$ cat config.mk
export PLATFORM = sky130hd
export DESIGN_NAME = uart_rx_cfg
export DESIGN_NICKNAME = d
export VERILOG_FILES = /design/src/rtl/uart_pkg.sv /design/src/rtl/uart_rx_fifo.sv /design/src/rtl/uart_rx_cfg.sv
export SDC_FILE = /design/constraint.sdc
export NUM_CORES = 1
export LEC_CHECK = 0
export BUFFER_PORTS_ARGS = -buffer_cell sky130_fd_sc_hd__buf_2
export CORE_MARGIN = 1.5
export CORE_UTILIZATION = 65
export DETAILED_ROUTE_END_ITERATION = 16
export PLACE_DENSITY = 0.84
export SYNTH_ARGS = -nofsm -noshare
export SYNTH_HDL_FRONTEND = slang
export SYNTH_SLANG_ARGS = --single-unit
export TNS_END_PERCENT = 20
$ cat constraint.sdc
create_clock -name clk -period 5.64 [get_ports clk]
set_input_delay 1.128 -clock clk [delete_from_list [all_inputs] [get_ports clk]]
set_output_delay 1.128 -clock clk [all_outputs]
set_load 0.02 [all_outputs]
$ cat src/rtl/uart_pkg.sv
// UART receiver shared definitions: FSM state encoding, tick divisor, clog2 helper.
// Latency: n/a (types and constant functions only).
// Backpressure: n/a.
// Optional feature macro: UART_RX_PARITY_EN (adds the PARITY state to the encoding).
package uart_pkg;

   typedef enum logic [2:0] {
      ST_IDLE   = 3'd0,
      ST_START  = 3'd1,
      ST_DATA   = 3'd2,
`ifdef UART_RX_PARITY_EN
      ST_PARITY = 3'd3,
`endif
      ST_STOP   = 3'd4
   } state_t;

   // Clocks per oversampling tick, integer floor.
   function automatic int calc_div(input longint clk_hz, input longint baud, input longint os);
      return int'(clk_hz / (baud * os));
   endfunction

   // Ceiling log2; returns 0 for v <= 1.
   function automatic int clog2_f(input int v);
      int r = 0;
      int x = v - 1;
      while (x > 0) begin
         r++;
         x = x >> 1;
      end
      return r;
   endfunction

endpackage

$ cat src/rtl/uart_rx_fifo.sv
// Receive FIFO: register array with wrapping pointers and a registered head word.
// Latency: a push into an empty FIFO shows on head/!empty one cycle later.
// Backpressure: push while full without a pop is dropped; pop while empty is ignored.
// Ports: clk, rst, push/push_data (write), pop (consume head), head, full, empty, count.
module uart_rx_fifo
   import uart_pkg::*;
#(
   parameter int WIDTH = 8,
   parameter int DEPTH = 4
) (
   input  logic                     clk,
   input  logic                     rst,
   input  logic                     push,
   input  logic [WIDTH-1:0]         push_data,
   input  logic                     pop,
   output logic [WIDTH-1:0]         head,
   output logic                     full,
   output logic                     empty,
   output logic [clog2_f(DEPTH):0]  count
);

   localparam int AW = clog2_f(DEPTH);
   localparam int CW = AW + 1;

   logic [WIDTH-1:0] mem [DEPTH];
   logic [AW-1:0]    wr_ptr;
   logic [AW-1:0]    rd_ptr;
   logic [AW-1:0]    rd_nxt;
   logic [CW-1:0]    count_nxt;
   logic [WIDTH-1:0] head_nxt;
   logic             do_pop;
   logic             do_push;

   assign full    = (count == CW'(DEPTH));
   assign empty   = (count == '0);
   assign do_pop  = pop && !empty;
   // A full FIFO still accepts a word when the head leaves in the same cycle.
   assign do_push = push && (!full || do_pop);

   always_comb begin
      rd_nxt    = do_pop ? rd_ptr + AW'(1) : rd_ptr;
      count_nxt = count + CW'(do_push) - CW'(do_pop);
      // The incoming word becomes the head only when it lands in the next read slot.
      if (do_push && (wr_ptr == rd_nxt))
         head_nxt = push_data;
      else
         head_nxt = mem[rd_nxt];
   end

   always_ff @(posedge clk) begin
      if (do_push)
         mem[wr_ptr] <= push_data;
   end

   always_ff @(posedge clk or posedge rst) begin
      if (rst) begin
         wr_ptr <= '0;
         rd_ptr <= '0;
         count  <= '0;
         head   <= '0;
      end else begin
         if (do_push)
            wr_ptr <= wr_ptr + AW'(1);
         rd_ptr <= rd_nxt;
         count  <= count_nxt;
         head   <= head_nxt;
      end
   end

endmodule

$ cat src/rtl/uart_rx_cfg.sv
// Parametrised UART receiver: 2-flop sync, oversampled 3-sample majority, frame checks, receive FIFO.
// Latency: word pushed 1 cycle after the final stop sample point, rx_valid 1 cycle after that.
// Backpressure: rx_valid/rx_ready handshake; a good word arriving with the FIFO full and no pop is dropped (overrun).
// Ports: clk, rst (async, active-high), rx (serial in), rx_data/rx_valid/rx_ready (output stream),
//        frame_err/parity_err/overrun (1-cycle pulses), busy, fifo_count.
// Optional feature macro: UART_RX_PARITY_EN (one parity bit after the data, parity_err live).
module uart_rx_cfg
   import uart_pkg::*;
#(
   parameter int CLK_FREQ   = 50_000_000,
   parameter int BAUD_RATE  = 9600,
   parameter int OVERSAMPLE = 16,
   parameter int DATA_BITS  = 8,
   parameter int STOP_BITS  = 1,
   parameter int FIFO_DEPTH = 4,
   parameter int PARITY_ODD = 0
) (
   input  logic                          clk,
   input  logic                          rst,
   input  logic                          rx,
   output logic [DATA_BITS-1:0]          rx_data,
   output logic                          rx_valid,
   input  logic                          rx_ready,
   output logic                          frame_err,
   output logic                          parity_err,
   output logic                          overrun,
   output logic                          busy,
   output logic [clog2_f(FIFO_DEPTH):0]  fifo_count
);

   localparam int DIV = calc_div(CLK_FREQ, BAUD_RATE, OVERSAMPLE);
   localparam int DW  = clog2_f(DIV + 1);
   localparam int TW  = clog2_f(OVERSAMPLE);
   localparam int BW  = clog2_f(DATA_BITS + 1);

   localparam logic [DW-1:0] DIV_LAST  = DW'(DIV - 1);
   localparam logic [TW-1:0] T_S0      = TW'(OVERSAMPLE / 2 - 1);
   localparam logic [TW-1:0] T_S1      = TW'(OVERSAMPLE / 2);
   localparam logic [TW-1:0] T_S2      = TW'(OVERSAMPLE / 2 + 1);
   localparam logic [TW-1:0] T_LAST    = TW'(OVERSAMPLE - 1);
   localparam logic [BW-1:0] DATA_LAST = BW'(DATA_BITS);
   localparam logic [BW-1:0] STOP_LAST = BW'(STOP_BITS - 1);

   if (DIV < 1) begin : g_bad_div
      $error("uart_rx_cfg: CLK_FREQ too low for BAUD_RATE*OVERSAMPLE");
   end
   if (OVERSAMPLE < 8 || (OVERSAMPLE % 2) != 0) begin : g_bad_os
      $error("uart_rx_cfg: OVERSAMPLE must be even and >= 8");
   end
   if (DATA_BITS < 5 || DATA_BITS > 9) begin : g_bad_db
      $error("uart_rx_cfg: DATA_BITS must be 5..9");
   end
   if (STOP_BITS < 1 || STOP_BITS > 2) begin : g_bad_sb
      $error("uart_rx_cfg: STOP_BITS must be 1 or 2");
   end
   if (PARITY_ODD < 0 || PARITY_ODD > 1) begin : g_bad_par
      $error("uart_rx_cfg: PARITY_ODD must be 0 or 1");
   end

   // Synchroniser and falling-edge detect
   logic rx_meta, rx_s, rx_s_d, fall;

   always_ff @(posedge clk or posedge rst) begin
      if (rst) begin
         rx_meta <= 1'b1;
         rx_s    <= 1'b1;
         rx_s_d  <= 1'b1;
      end else begin
         rx_meta <= rx;
         rx_s    <= rx_meta;
         rx_s_d  <= rx_s;
      end
   end

   assign fall = rx_s_d & ~rx_s;

   // Receiver state
   state_t               state;
   logic [DW-1:0]        div_cnt;
   logic [TW-1:0]        tick_cnt;
   logic [BW-1:0]        bit_cnt;
   logic                 s0, s1;
   logic [DATA_BITS-1:0] shreg;
   logic                 fr_bad;
   logic                 push_vld;
   logic                 tick, samp0, samp1, samp2, bit_end, maj;
   logic                 stop_bad, word_bad;
   logic                 fifo_full, fifo_empty, pop;

   assign tick    = (div_cnt == DIV_LAST);
   assign samp0   = tick && (tick_cnt == T_S0);
   assign samp1   = tick && (tick_cnt == T_S1);
   assign samp2   = tick && (tick_cnt == T_S2);
   assign bit_end = tick && (tick_cnt == T_LAST);
   // Two stored samples plus the live third one.
   assign maj     = (s0 & s1) | (s0 & rx_s) | (s1 & rx_s);
   // Error status as it stands at the final stop sample point.
   assign stop_bad = fr_bad | ~maj;

`ifdef UART_RX_PARITY_EN
   logic par_bad;
   assign word_bad = stop_bad | par_bad;
`else
   assign word_bad   = stop_bad;
   assign parity_err = 1'b0;
`endif

   always_ff @(posedge clk or posedge rst) begin
      if (rst) begin
         state     <= ST_IDLE;
         div_cnt   <= '0;
         tick_cnt  <= '0;
         bit_cnt   <= '0;
         s0        <= 1'b1;
         s1        <= 1'b1;
         shreg     <= '0;
         fr_bad    <= 1'b0;
         push_vld  <= 1'b0;
         frame_err <= 1'b0;
         busy      <= 1'b0;
`ifdef UART_RX_PARITY_EN
         par_bad    <= 1'b0;
         parity_err <= 1'b0;
`endif
      end else begin
         push_vld  <= 1'b0;
         frame_err <= 1'b0;
`ifdef UART_RX_PARITY_EN
         parity_err <= 1'b0;
`endif
         if (state == ST_IDLE) begin
            // Divider held at zero so tick phase starts from the detected edge.
            div_cnt  <= '0;
            tick_cnt <= '0;
            bit_cnt  <= '0;
            fr_bad   <= 1'b0;
`ifdef UART_RX_PARITY_EN
            par_bad  <= 1'b0;
`endif
            if (fall) begin
               state <= ST_START;
               busy  <= 1'b1;
            end
         end else begin
            div_cnt <= tick ? '0 : div_cnt + DW'(1);
            if (tick)
               tick_cnt <= (tick_cnt == T_LAST) ? '0 : tick_cnt + TW'(1);
            if (samp0)
               s0 <= rx_s;
            if (samp1)
               s1 <= rx_s;

            case (state)
               ST_START: begin
                  if (samp2 && maj) begin
                     state <= ST_IDLE;
                     busy  <= 1'b0;
                  end else if (bit_end) begin
                     state <= ST_DATA;
                  end
               end
               ST_DATA: begin
                  if (samp2) begin
                     shreg   <= {maj, shreg[DATA_BITS-1:1]};
                     bit_cnt <= bit_cnt + BW'(1);
                  end
                  if (bit_end && bit_cnt == DATA_LAST) begin
                     bit_cnt <= '0;
`ifdef UART_RX_PARITY_EN
                     state   <= ST_PARITY;
`else
                     state   <= ST_STOP;
`endif
                  end
               end
`ifdef UART_RX_PARITY_EN
               ST_PARITY: begin
                  if (samp2)
                     par_bad <= (maj != ((^shreg) ^ PARITY_ODD[0]));
                  if (bit_end)
                     state <= ST_STOP;
               end
`endif
               ST_STOP: begin
                  if (samp2) begin
                     if (bit_cnt == STOP_LAST) begin
                        // Leave at the sample point so a back-to-back start edge is not missed.
                        state     <= ST_IDLE;
                        busy      <= 1'b0;
                        frame_err <= stop_bad;
                        push_vld  <= ~word_bad;
`ifdef UART_RX_PARITY_EN
                        parity_err <= par_bad;
`endif
                     end else begin
                        bit_cnt <= bit_cnt + BW'(1);
                        fr_bad  <= stop_bad;
                     end
                  end
               end
               default: begin
                  state <= ST_IDLE;
                  busy  <= 1'b0;
               end
            endcase
         end
      end
   end

   assign rx_valid = ~fifo_empty;
   assign pop      = rx_valid & rx_ready;

   always_ff @(posedge clk or posedge rst) begin
      if (rst)
         overrun <= 1'b0;
      else
         overrun <= push_vld && fifo_full && !pop;
   end

   uart_rx_fifo #(
      .WIDTH (DATA_BITS),
      .DEPTH (FIFO_DEPTH)
   ) u_fifo (
      .clk       (clk),
      .rst       (rst),
      .push      (push_vld),
      .push_data (shreg),
      .pop       (pop),
      .head      (rx_data),
      .full      (fifo_full),
      .empty     (fifo_empty),
      .count     (fifo_count)
   );

endmodule

==> results of run 1 <==
-- cells by family (layout without fill, tap and decap cells) --
group | count (synthesis) | in the layout | synth area share [%]
muxes | 36 | 36 | 9.32
AOI/OAI and AO/OA | 68 | 68 | 11.3
other | 1 | 1 | 0.0890
and+or+nand+nor | 101 | 101 | 14.2
xor gates and xnor gates | 14 | 14 | 2.91
buffers and inverters | 33 | 51 | 3.24
adders and majority gates | 15 | 15 | 4.57
DFF | 85 | 85 | 54.4
-- final timing paths --
path	from	end	depth (start not counted)
worst min-delay path	rx_meta$_DFF_PP1_	rx_s$_DFF_PP1_	0
max in group asynchronous	rst	u_fifo.rd_ptr[1]$_DFF_PP0_	3
worst max-delay path	u_fifo.count[0]$_DFF_PP0_	u_fifo.count[2]$_DFF_PP0_	8
min in group asynchronous	rst	u_fifo.head[2]$_DFF_PP0_	3
worst min register to register	rx_meta$_DFF_PP1_	rx_s$_DFF_PP1_	0
worst max register to register	u_fifo.count[0]$_DFF_PP0_	u_fifo.count[2]$_DFF_PP0_	8
-- registers in the layout, indices dropped and copies added (netlist names), 2 cells and up --
name	count
u_fifo.wr_ptr	2
u_fifo.count	3
tick_cnt	4
state	3
div_cnt	9
bit_cnt	4
u_fifo.head	8
u_fifo.mem	32
u_fifo.rd_ptr	2
shreg	8
-- power by group --
group | switching, W | internal (W) | total [W]
Combinational | 0.000301 | 0.000233 | 0.000534
Sequential | 0.000106 | 0.000717 | 0.000823
Clock | 0.000214 | 0.000298 | 0.000512
Total | 0.000621 | 0.00125 | 0.00187
-- per-layer routing --
| layer | up-vias | part of all wire [%] | track usage [%] |
|---|---|---|---|
| li1 | 1307 | - | - |
| met1 | 1306 | 45 | 31.8 |
| met2 | 62 | 49 | 36.7 |
| met3 | 25 | 3.2 | 3.66 |
| met4 | 0 | 3.3 | 13.6 |
| met5 | - | 0 | 0 |
-- area by class of cell --
type                            instances  area, sq um  share of cell area (%)
Sequential cell                        85         2290                    49.9
Multi-Input combinational cell        235         1780                    38.9
Clock buffer                           13          213                    4.63
Timing Repair Buffer                   20          105                    2.29
Tap cell                               77         96.3                    2.10
Inverter                               15         56.3                    1.23
Clock inverter                          3         43.8                   0.954
-- metrics by stage --
step | instances | area [sq um]
3_3_place_gp | 432 | 4340
6_report | 448 | 4590
3_5_place_dp | 432 | 4340
4_1_cts | 448 | 4590
2_1_floorplan | 353 | 4210
5_1_grt | 448 | 4590
-- layout by cell type, fill, tap and decap left out, types with 4 or more instances in the layout --
| master | instances |
|---|---|
| and3_1 | 4 |
| o21ai_0 | 25 |
| o31ai_1 | 8 |
| buf_2 | 18 |
| ha_1 | 13 |
| clkbuf_8 | 10 |
| and2_1 | 7 |
| dfstp_2 | 5 |
| mux2i_1 | 10 |
| nor2_1 | 29 |
| nand4_1 | 4 |
| a221oi_1 | 7 |
| o21ai_1 | 6 |
| xnor2_1 | 7 |
| mux2_1 | 10 |
| nand2_1 | 13 |
| xor2_1 | 7 |
| dfrtp_1 | 48 |
| inv_1 | 13 |
| nand3_1 | 8 |
| nand3b_1 | 16 |
| mux2_2 | 16 |
| edfxtp_1 | 32 |
==> impl_metrics.ini, run 1 <==
[grt]
track_usage_pct = 23.6
grt_antenna_before_repair = 0
grt_pass1_wl_um = 12900
grt-ovfl-total = 0
grt_max_degree = 54
grt_pass1_vias = 2691

[timing]
fin_crit_sh_pct = 54.1
max_slew_margin_pct = 28.1
layout_min_cycle_time_ns = 3.05
rsz0062_at_grt = no
finalWorstSetupSlack_ns = 2.59
whs_ns = 0.365
setup_viol = 0
final-hold-violation-count = 0
fmax_mhz = 327
skew_ns = 0.00745
timing.final.max_slew_violations = 0
setup_tns_ns = 0
worst-slew-pin-transition_ns = 1.08

[synth]
yosys.cell_count.top_type = dfrtp_1
ys_top_cells_by_area = dfrtp_1 29%, edfxtp_1 23%, mux2_2 4.3%, ha_1 3.9%, dfstp_2 3.1%
yosys_warnings = 0
yosys.area.top_type = dfrtp_1
syn_area_sq_um = 4210
syn-mean-instance-area_sq_um = 11.9
synth_top_area_share_pct = 28.5
synth_common_cells = 48 x dfrtp_1, 32 x edfxtp_1, 29 x nor2_1
synth.net_count = 371
synth-main-ff-cell = dfrtp_1
synth_edf_count = 32
yosys_register_bits = 85
ys_async_sr_fraction_pct = 62.4
synth_cells = 353
seq_area_frac_synth_pct = 54.4
synth_cell_types = 57

[worst_setup_path]
crit_chain = o31ai_4 > inv_2 > ha_1 > inv_1 > ha_1 > fa_1 > xnor2_1 > xnor2_1
crit_arrival_ns = 3.32
worstSetupEndpointType = flip-flop
critPathKind = flip-flop to flip-flop
required_ns = 5.91
r2r_slack_ns = 2.59
cp_slowest_cell = o31ai_4
start_kind = flip-flop
cp_max_fo = 21
crit_buf_inv = 2
max_stage_delay_ns = 0.84
path_delay_family = adder cells

[finish]
nNetsFinal = 384
num-fill-cells = 443
area_delta_synth_final_pct = 8.97
utilization_pct = 72.7
diodes = 0
drive_gt1_share_pct = 18.9

[clock_tree]
post_cts_resized = 0
cts_buffer_depth = 2
clk_latency_ns = 0.35
cts_tree = done
clkSinkCount = 85
htree_levels = 3
cts.reportedPaths.clkPinSlew_ns = 0.09
root_buffer = clkbuf_8
post-cts-setup-buffers = 0
cts_buffers = 9
hold_buffers = 0

[power_and_ir_drop]
powerDensity_nw_per_um2 = 407
leakagePower_nw = 1.98
ir_drop_uv = 331
finalPower_w = 0.00187

[routing]
drt-vias-per-instance = 6.03
drc_errors = 0
routedWlPerCell_um = 16.9
antenna_left = 0
vias = 2700
drt_iter0_markers = 100
drt-pass1-iter-count = 4
wl_um = 7560

[floorplanning]
fp.dieH_um = 83.5
core_area_sq_um = 6310
start_util_pct = 66.7
io_pins = 20
die_area_sq_um = 6970
fp-row-count = 29
die_w_um = 83.5

[placement]
place_ws_ns = 2.44
place_hpwl_um = 4980
portBuffers = 18
gp_congestion = 0.797

[status]
status = complete, no violations

[min_path]
hold_class = flip-flop to flip-flop

[flow_run]
drv_cap = 0
Note: power is estimated with default switching activity, not from simulation.
==> run 2, diff against run 1 <==
--- a/config.mk
+++ b/config.mk
@@ -7,9 +7,9 @@
 export LEC_CHECK = 0
 export BUFFER_PORTS_ARGS = -buffer_cell sky130_fd_sc_hd__buf_2
 export CORE_MARGIN = 1.5
-export CORE_UTILIZATION = 65
+export CORE_UTILIZATION = 55
 export DETAILED_ROUTE_END_ITERATION = 16
-export PLACE_DENSITY = 0.84
+export PLACE_DENSITY = 0.75
 export SYNTH_ARGS = -nofsm -noshare
 export SYNTH_HDL_FRONTEND = slang
 export SYNTH_SLANG_ARGS = --single-unit
==> constraint.sdc (replaced) <==
create_clock -name clk -period 2.8 [get_ports clk]
set_input_delay 0.56 -clock clk [delete_from_list [all_inputs] [get_ports clk]]
set_output_delay 0.56 -clock clk [all_outputs]
set_load 0.02 [all_outputs]
==> run 2 against run 1 <==
Effect of this change:
- via count increased by 1.3%
- utilization fell by 10 points
- clock skew increased by 0.0074 ns
- clock-buffer cell count shrank 3
- sequential share of layout area is 0.20 points higher
- setup slack worse by 2.0 ns
- global-route usage is 4.2 points lower
- critical path depth down 2
- register-to-register slack got worse by 2.0 ns
- worst hold slack worse by 0.17 ns
- non-clock buffer count grew 4
- critical endpoint is now u_fifo.head[6]$_DFF_PP0_
==> impl_metrics.ini, run 2 (synthesized netlist as in run 1, its figures left out) <==
[status]
status = complete, no violations

[timing]
setup_tns_ns = 0
layout_min_cycle_time_ns = 2.21
max_slew_margin_pct = 52.2
fin_crit_sh_pct = 78.8
skew_ns = 0.0148
timing.final.max_slew_violations = 0
setup_viol = 0
final-hold-violation-count = 0
rsz0062_at_grt = no
fmax_mhz = 453
worst-slew-pin-transition_ns = 0.711

[placement]
gp_congestion = 0.757
portBuffers = 18
place_hpwl_um = 5030

[clock_tree]
cts_buffers = 9
clk_latency_ns = 0.35
post_cts_resized = 0
cts_buffer_depth = 2
hold_buffers = 0
clkSinkCount = 85
cts_tree = done
cts.reportedPaths.clkPinSlew_ns = 0.09
htree_levels = 3
post-cts-setup-buffers = 0
root_buffer = clkbuf_8

[power_and_ir_drop]
powerDensity_nw_per_um2 = 768
leakagePower_nw = 1.95
ir_drop_uv = 424
combPwrFrac_pct = 32.1
swShare_pct = 35.5
p_clk_share_pct = 21.4
seq_power_share_pct = 46.5
power.switching_w = 0.00125
power.internal_w = 0.00226
finalPower_w = 0.00351

[floorplanning]
die_w_um = 90.5
fp.dieH_um = 90.5
start_util_pct = 57.5
io_pins = 20
die_area_sq_um = 8200
fp-row-count = 31
core_area_sq_um = 7330

[finish]
drive_gt1_share_pct = 19.2
diodes = 0
reg_top3 = u_fifo.mem: 32 flops, div_cnt: 9 flops
top_register = u_fifo.mem
largest_register_ffs = 32
area_delta_synth_final_pct = 8.52
final_common_cell = dfrtp_1
num-fill-cells = 563
mostFrequentLayoutCells = 48 x dfrtp_1, 32 x edfxtp_1, 29 x nor2_1, 25 x o21ai_0, 18 x buf_2
nNetsFinal = 388

[worst_setup_path]
cp_max_fo = 20
required_ns = 3.02
timing.rr.start = u_fifo.count[0]$_DFF_PP0_
start_kind = flip-flop
critPathKind = flip-flop to flip-flop
critPathLaunch = u_fifo.count[0]$_DFF_PP0_
worstSetupEndpointType = flip-flop
crit_arrival_ns = 2.43

[routing]
drc_errors = 0
drt-pass1-iter-count = 4
vias = 2734
antenna_left = 0
routedWlPerCell_um = 15.4
drt_iter0_markers = 161
drt-vias-per-instance = 5.77
wl_um = 7280

[grt]
grt_max_degree = 39
grt_antenna_before_repair = 0
track_usage_pct = 19.3
grt_pass1_vias = 2574
grt_pass1_wl_um = 12300
grt-ovfl-total = 0

[flow_run]
drv_cap = 0

[min_path]
hold_class = input pin to async pin
==> run 2: changes by cell type in the layout (fill, tap and decap cells not counted) <==
cell / change
clkinv_1: +1
buf_4: +3
clkbuf_8: -1
clkinvlp_4: +3
clkbuf_16: -3
buf_12: +1
clkbuf_1: +1
bufinv_16: -1
==> run 2: final timing paths <==
check | depth (start not counted) | endpoint | slack, ns
max in group asynchronous | 3 | shreg[0]$_DFFE_PP0P_ | 2.01
hold / removal | 2 | state[0]$_DFFE_PP0P_ | 0.19
hold reg to reg | 0 | rx_s$_DFF_PP1_ | 0.36
setup / recovery | 6 | u_fifo.head[6]$_DFF_PP0_ | 0.59
min in group clk | 1 | rx_meta$_DFF_PP1_ | 0.30
setup reg to reg | 6 | u_fifo.head[6]$_DFF_PP0_ | 0.59
==> run 2: cell type report <==
cell class	instances	area [sq um]	area share (%)
multi-input cells	235	1780	39.0
clock buffers	10	128	2.79
flip-flops and latches	85	2290	50.2
repair buffers	24	148	3.23
clock inverters	6	40.0	0.876
inverters	15	56.3	1.23
well taps	99	124	2.71
==> run 2: critical path: stages (launching register included) <==
cell     delay [ns]
dfrtp_1        0.44
o31ai_4        0.29
buf_4          0.30
xnor2_1        0.11
and3_1         0.23
o21ai_4        0.33
mux2_1         0.37
==> run 2: power groups by stage <==
stage	Combinational [W]	Clock, W	Sequential [W]
2_1_floorplan	0.000820	0	0.00169
3_3_place_gp	0.00109	0	0.00165
3_5_place_dp	0.00113	0	0.00166
4_1_cts	0.00114	0.000765	0.00163
5_1_grt	0.00127	0.000819	0.00166
6_report	0.00113	0.000753	0.00163
==> run 2: metal layers <==
metal	vias up	GRT usage, %	share of wire, %
met3	8	4.71	4.9
met4	0	7.41	1.3
li1	1317	-	-
met1	1347	26.5	46
met2	62	29.6	48
met5	-	0	0
==> run 2: through the flow <==
| step | worst slack, ns | cells | hold slack (ns) | util (%) | area (sq um) |
|---|---|---|---|---|---|
| floorplan | 0.454 | 353 | 0.345 | - | 4210 |
| global placement | 0.552 | 458 | 0.348 | 60.1 | 4410 |
| detailed placement | 0.449 | 458 | 0.348 | 60.1 | 4410 |
| CTS | 0.561 | 474 | 0.195 | 62.4 | 4570 |
| global route | 0.420 | 474 | 0.218 | 62.4 | 4570 |
| finish | 0.594 | 474 | 0.193 | 62.4 | 4570 |
==> run 3, diff against run 2 <==
--- a/config.mk
+++ b/config.mk
@@ -5,6 +5,7 @@
 export SDC_FILE = /design/constraint.sdc
 export NUM_CORES = 1
 export LEC_CHECK = 0
+export ABC_AREA = 1
 export BUFFER_PORTS_ARGS = -buffer_cell sky130_fd_sc_hd__buf_2
 export CORE_MARGIN = 1.5
 export CORE_UTILIZATION = 55
==> constraint.sdc (replaced) <==
create_clock -name clk -period 1.81 [get_ports clk]
set_input_delay 0.362 -clock clk [delete_from_list [all_inputs] [get_ports clk]]
set_output_delay 0.362 -clock clk [all_outputs]
set_load 0.02 [all_outputs]
==> run 3 against run 2 <==
Effect of this change:
- final cell count increased by 22%
- power is 69% higher
- global-route usage grew 1.1 points
- synthesized cell count is 20% higher
- setup slack worse by 0.50 ns
- register-to-register slack got worse by 0.50 ns
- clock power rose by 55%
- clock skew is 0.0014 ns lower
- final area increased by 3.7%
- area after synthesis down 1.8%
- maximum frequency is 29% higher
- critical path type unchanged
- highest routed layer unchanged
==> impl_metrics.ini, run 3 <==
[status]
status = complete, no violations

[timing]
max_slew_margin_pct = 59.6
setup_viol = 0
worst-slew-pin-transition_ns = 0.599
fin_crit_sh_pct = 94.6
fmax_mhz = 584
final-hold-violation-count = 0
skew_ns = 0.0134
rsz0062_at_grt = yes
finalWorstSetupSlack_ns = 0.0982
layout_min_cycle_time_ns = 1.71
timing.final.max_slew_violations = 0

[floorplanning]
start_util_pct = 57.1
core_area_sq_um = 7250
fp.dieH_um = 89.8
die_area_sq_um = 8060
fp-row-count = 31
die_w_um = 89.8
io_pins = 20

[worst_setup_path]
required_ns = 2.05
start_kind = flip-flop
critPathKind = flip-flop to flip-flop
cp_max_fo = 3
crit_arrival_ns = 1.95
worstSetupEndpointType = flip-flop
worstRegToRegCells = 7

[grt]
track_usage_pct = 20.4
grt_max_degree = 37
grt-ovfl-total = 0
grt_pass1_vias = 2941
grt_pass1_wl_um = 13100
grt_antenna_before_repair = 0

[routing]
routedWlPerCell_um = 13.0
drt_iter0_markers = 171
drt-vias-per-instance = 5.06
drc_errors = 0
vias = 2913
antenna_left = 0
wl_um = 7510
drt-pass1-iter-count = 5

[synth]
synthAdderAreaFrac_pct = 4.41
synth_edf_count = 32
synth_simple_gate_area_share_pct = 25.4
ys_top_cells_by_area = dfrtp_1 29%, edfxtp_1 23%, nand2_1 7.6%, inv_1 5.9%, nand3_1 5.1%
syn_area_sq_um = 4140
synth_cell_types = 39
yosys.area.top_type = dfrtp_1
yosys.cell_count.top_type = nand2_1
synthXorXnorAreaFrac_pct = 2.15
yosys_warnings = 0
synth_top_family_by_area = simple AND/OR/NAND/NOR gates
synth.net_count = 440
synth-main-ff-cell = dfrtp_1
synth_cells = 422
yosys_register_bits = 85
seq_area_frac_synth_pct = 55.4
ys_async_sr_fraction_pct = 62.4
synth_top_area_share_pct = 29.0
synth_common_cells = 84 x nand2_1, 65 x inv_1, 48 x dfrtp_1
synth_compound_area_share_pct = 4.78
syn-mean-instance-area_sq_um = 9.81
synthMuxAreaShare_pct = 0.514

[finish]
utilization_pct = 65.4
instances_no_fill = 576
drive_gt1_share_pct = 20.1
mostFrequentLayoutCells = 83 x nand2_1, 64 x inv_1, 45 x dfrtp_1, 42 x nand3_1
reg_top3 = u_fifo.mem: 32 flops, div_cnt: 9 flops
nNetsFinal = 490
area_delta_synth_final_pct = 14.6
final_common_cell = nand2_1
top_register = u_fifo.mem
largest_register_ffs = 32
diodes = 0
final_area_sq_um = 4740

[clock_tree]
clk_latency_ns = 0.36
cts_buffer_depth = 2
htree_levels = 3
root_buffer = clkbuf_8
cts_buffers = 9
cts_tree = done
clkSinkCount = 85
cts.reportedPaths.clkPinSlew_ns = 0.08

[placement]
gp_congestion = 0.886
portBuffers = 18
place_hpwl_um = 5230
place_area_sq_um = 4490
dpl.cell_count = 553
place_ws_ns = 0.0287

[min_path]
hold_class = input pin to flip-flop
hold_depth = 1

[power_and_ir_drop]
ir_drop_uv = 492
powerDensity_nw_per_um2 = 1250
leakagePower_nw = 2.26

[flow_run]
drv_cap = 0
run 3: cell types whose count changed after synthesis, moves of 10 or more:
cell	change
inv_1	+51
nand2_1	+71
mux2_2	-15
mux2_1	-10
o21ai_0	-12
nand3_1	+34
run 3: path summary, 6_finish.rpt:
path / slack, ns / endpoint / startpoint
max in group asynchronous: 0.68 / s1$_DFFE_PP1P_ / rst
worst max register to register: 0.1 / u_fifo.count[2]$_DFF_PP0_ / u_fifo.count[0]$_DFF_PP0_
worst max-delay path: 0.1 / u_fifo.count[2]$_DFF_PP0_ / u_fifo.count[0]$_DFF_PP0_
min in group asynchronous: 0.53 / u_fifo.head[4]$_DFF_PP0_ / rst
worst min-delay path: 0.10 / rx_meta$_DFF_PP1_ / rx
worst min register to register: 0.36 / rx_s$_DFF_PP1_ / rx_meta$_DFF_PP1_
run 3: power by group:
group / internal (W) / switching, W
logic: 0.000887 / 0.00143
clock network: 0.000488 / 0.000686
registers: 0.00224 / 0.000198
total: 0.00362 / 0.00231
run 3: final cells by class:
type                       instances  area (sq um)
multi-input combinational        262          1580
inverter                          69           259
fill                             575          2510
timing repair buffer              45           320
tap                               99           124
clock buffer                       9           124
clock inverter                     7          42.5
sequential                        85          2300
run 3: logic make-up after synthesis:
logic type	count (synthesis)
flops	85
compound gates	32
other cells	1
mux	2
fa+ha+maj	14
xor+xnor	8
simple gates	204
buf+inv	76
run 3: timing repair:
item | CTS | global route
endpoints found under the setup margin | 0 | 21
hold buffers | 1 | 0
endpoints found under the hold margin | 17 | 0
resized for setup | 0 | 4
buffers inserted | 0 | 5
run 3: critical path: stages, from the launching register on:
cell and delay (ns):
dfrtp_2 0.46, nor2_8 0.13, a21oi_4 0.06, ha_1 0.27, inv_1 0.04, ha_2 0.16
fa_2 0.33, xor2_1 0.15
run 3: stage by stage:
step | power [W] | TNS [ns] | hold slack (ns)
after floorplan | 0.00405 | -0.0115 | 0.345
after global placement | 0.00456 | 0 | 0.352
after detailed placement | 0.00463 | 0 | 0.352
after CTS | 0.00580 | 0 | 0.0834
after global routing | 0.00635 | -0.00815 | 0.0900
final | 0.00593 | 0 | 0.100
run 3: per-layer routing:
layer	track usage [%]	up-vias	share of wire [%]
li1	-	1457	-
met1	25.0	1383	44
met2	34.9	58	50
met3	4.06	15	4.5
met4	9.79	0	1.9
met5	0	-	0
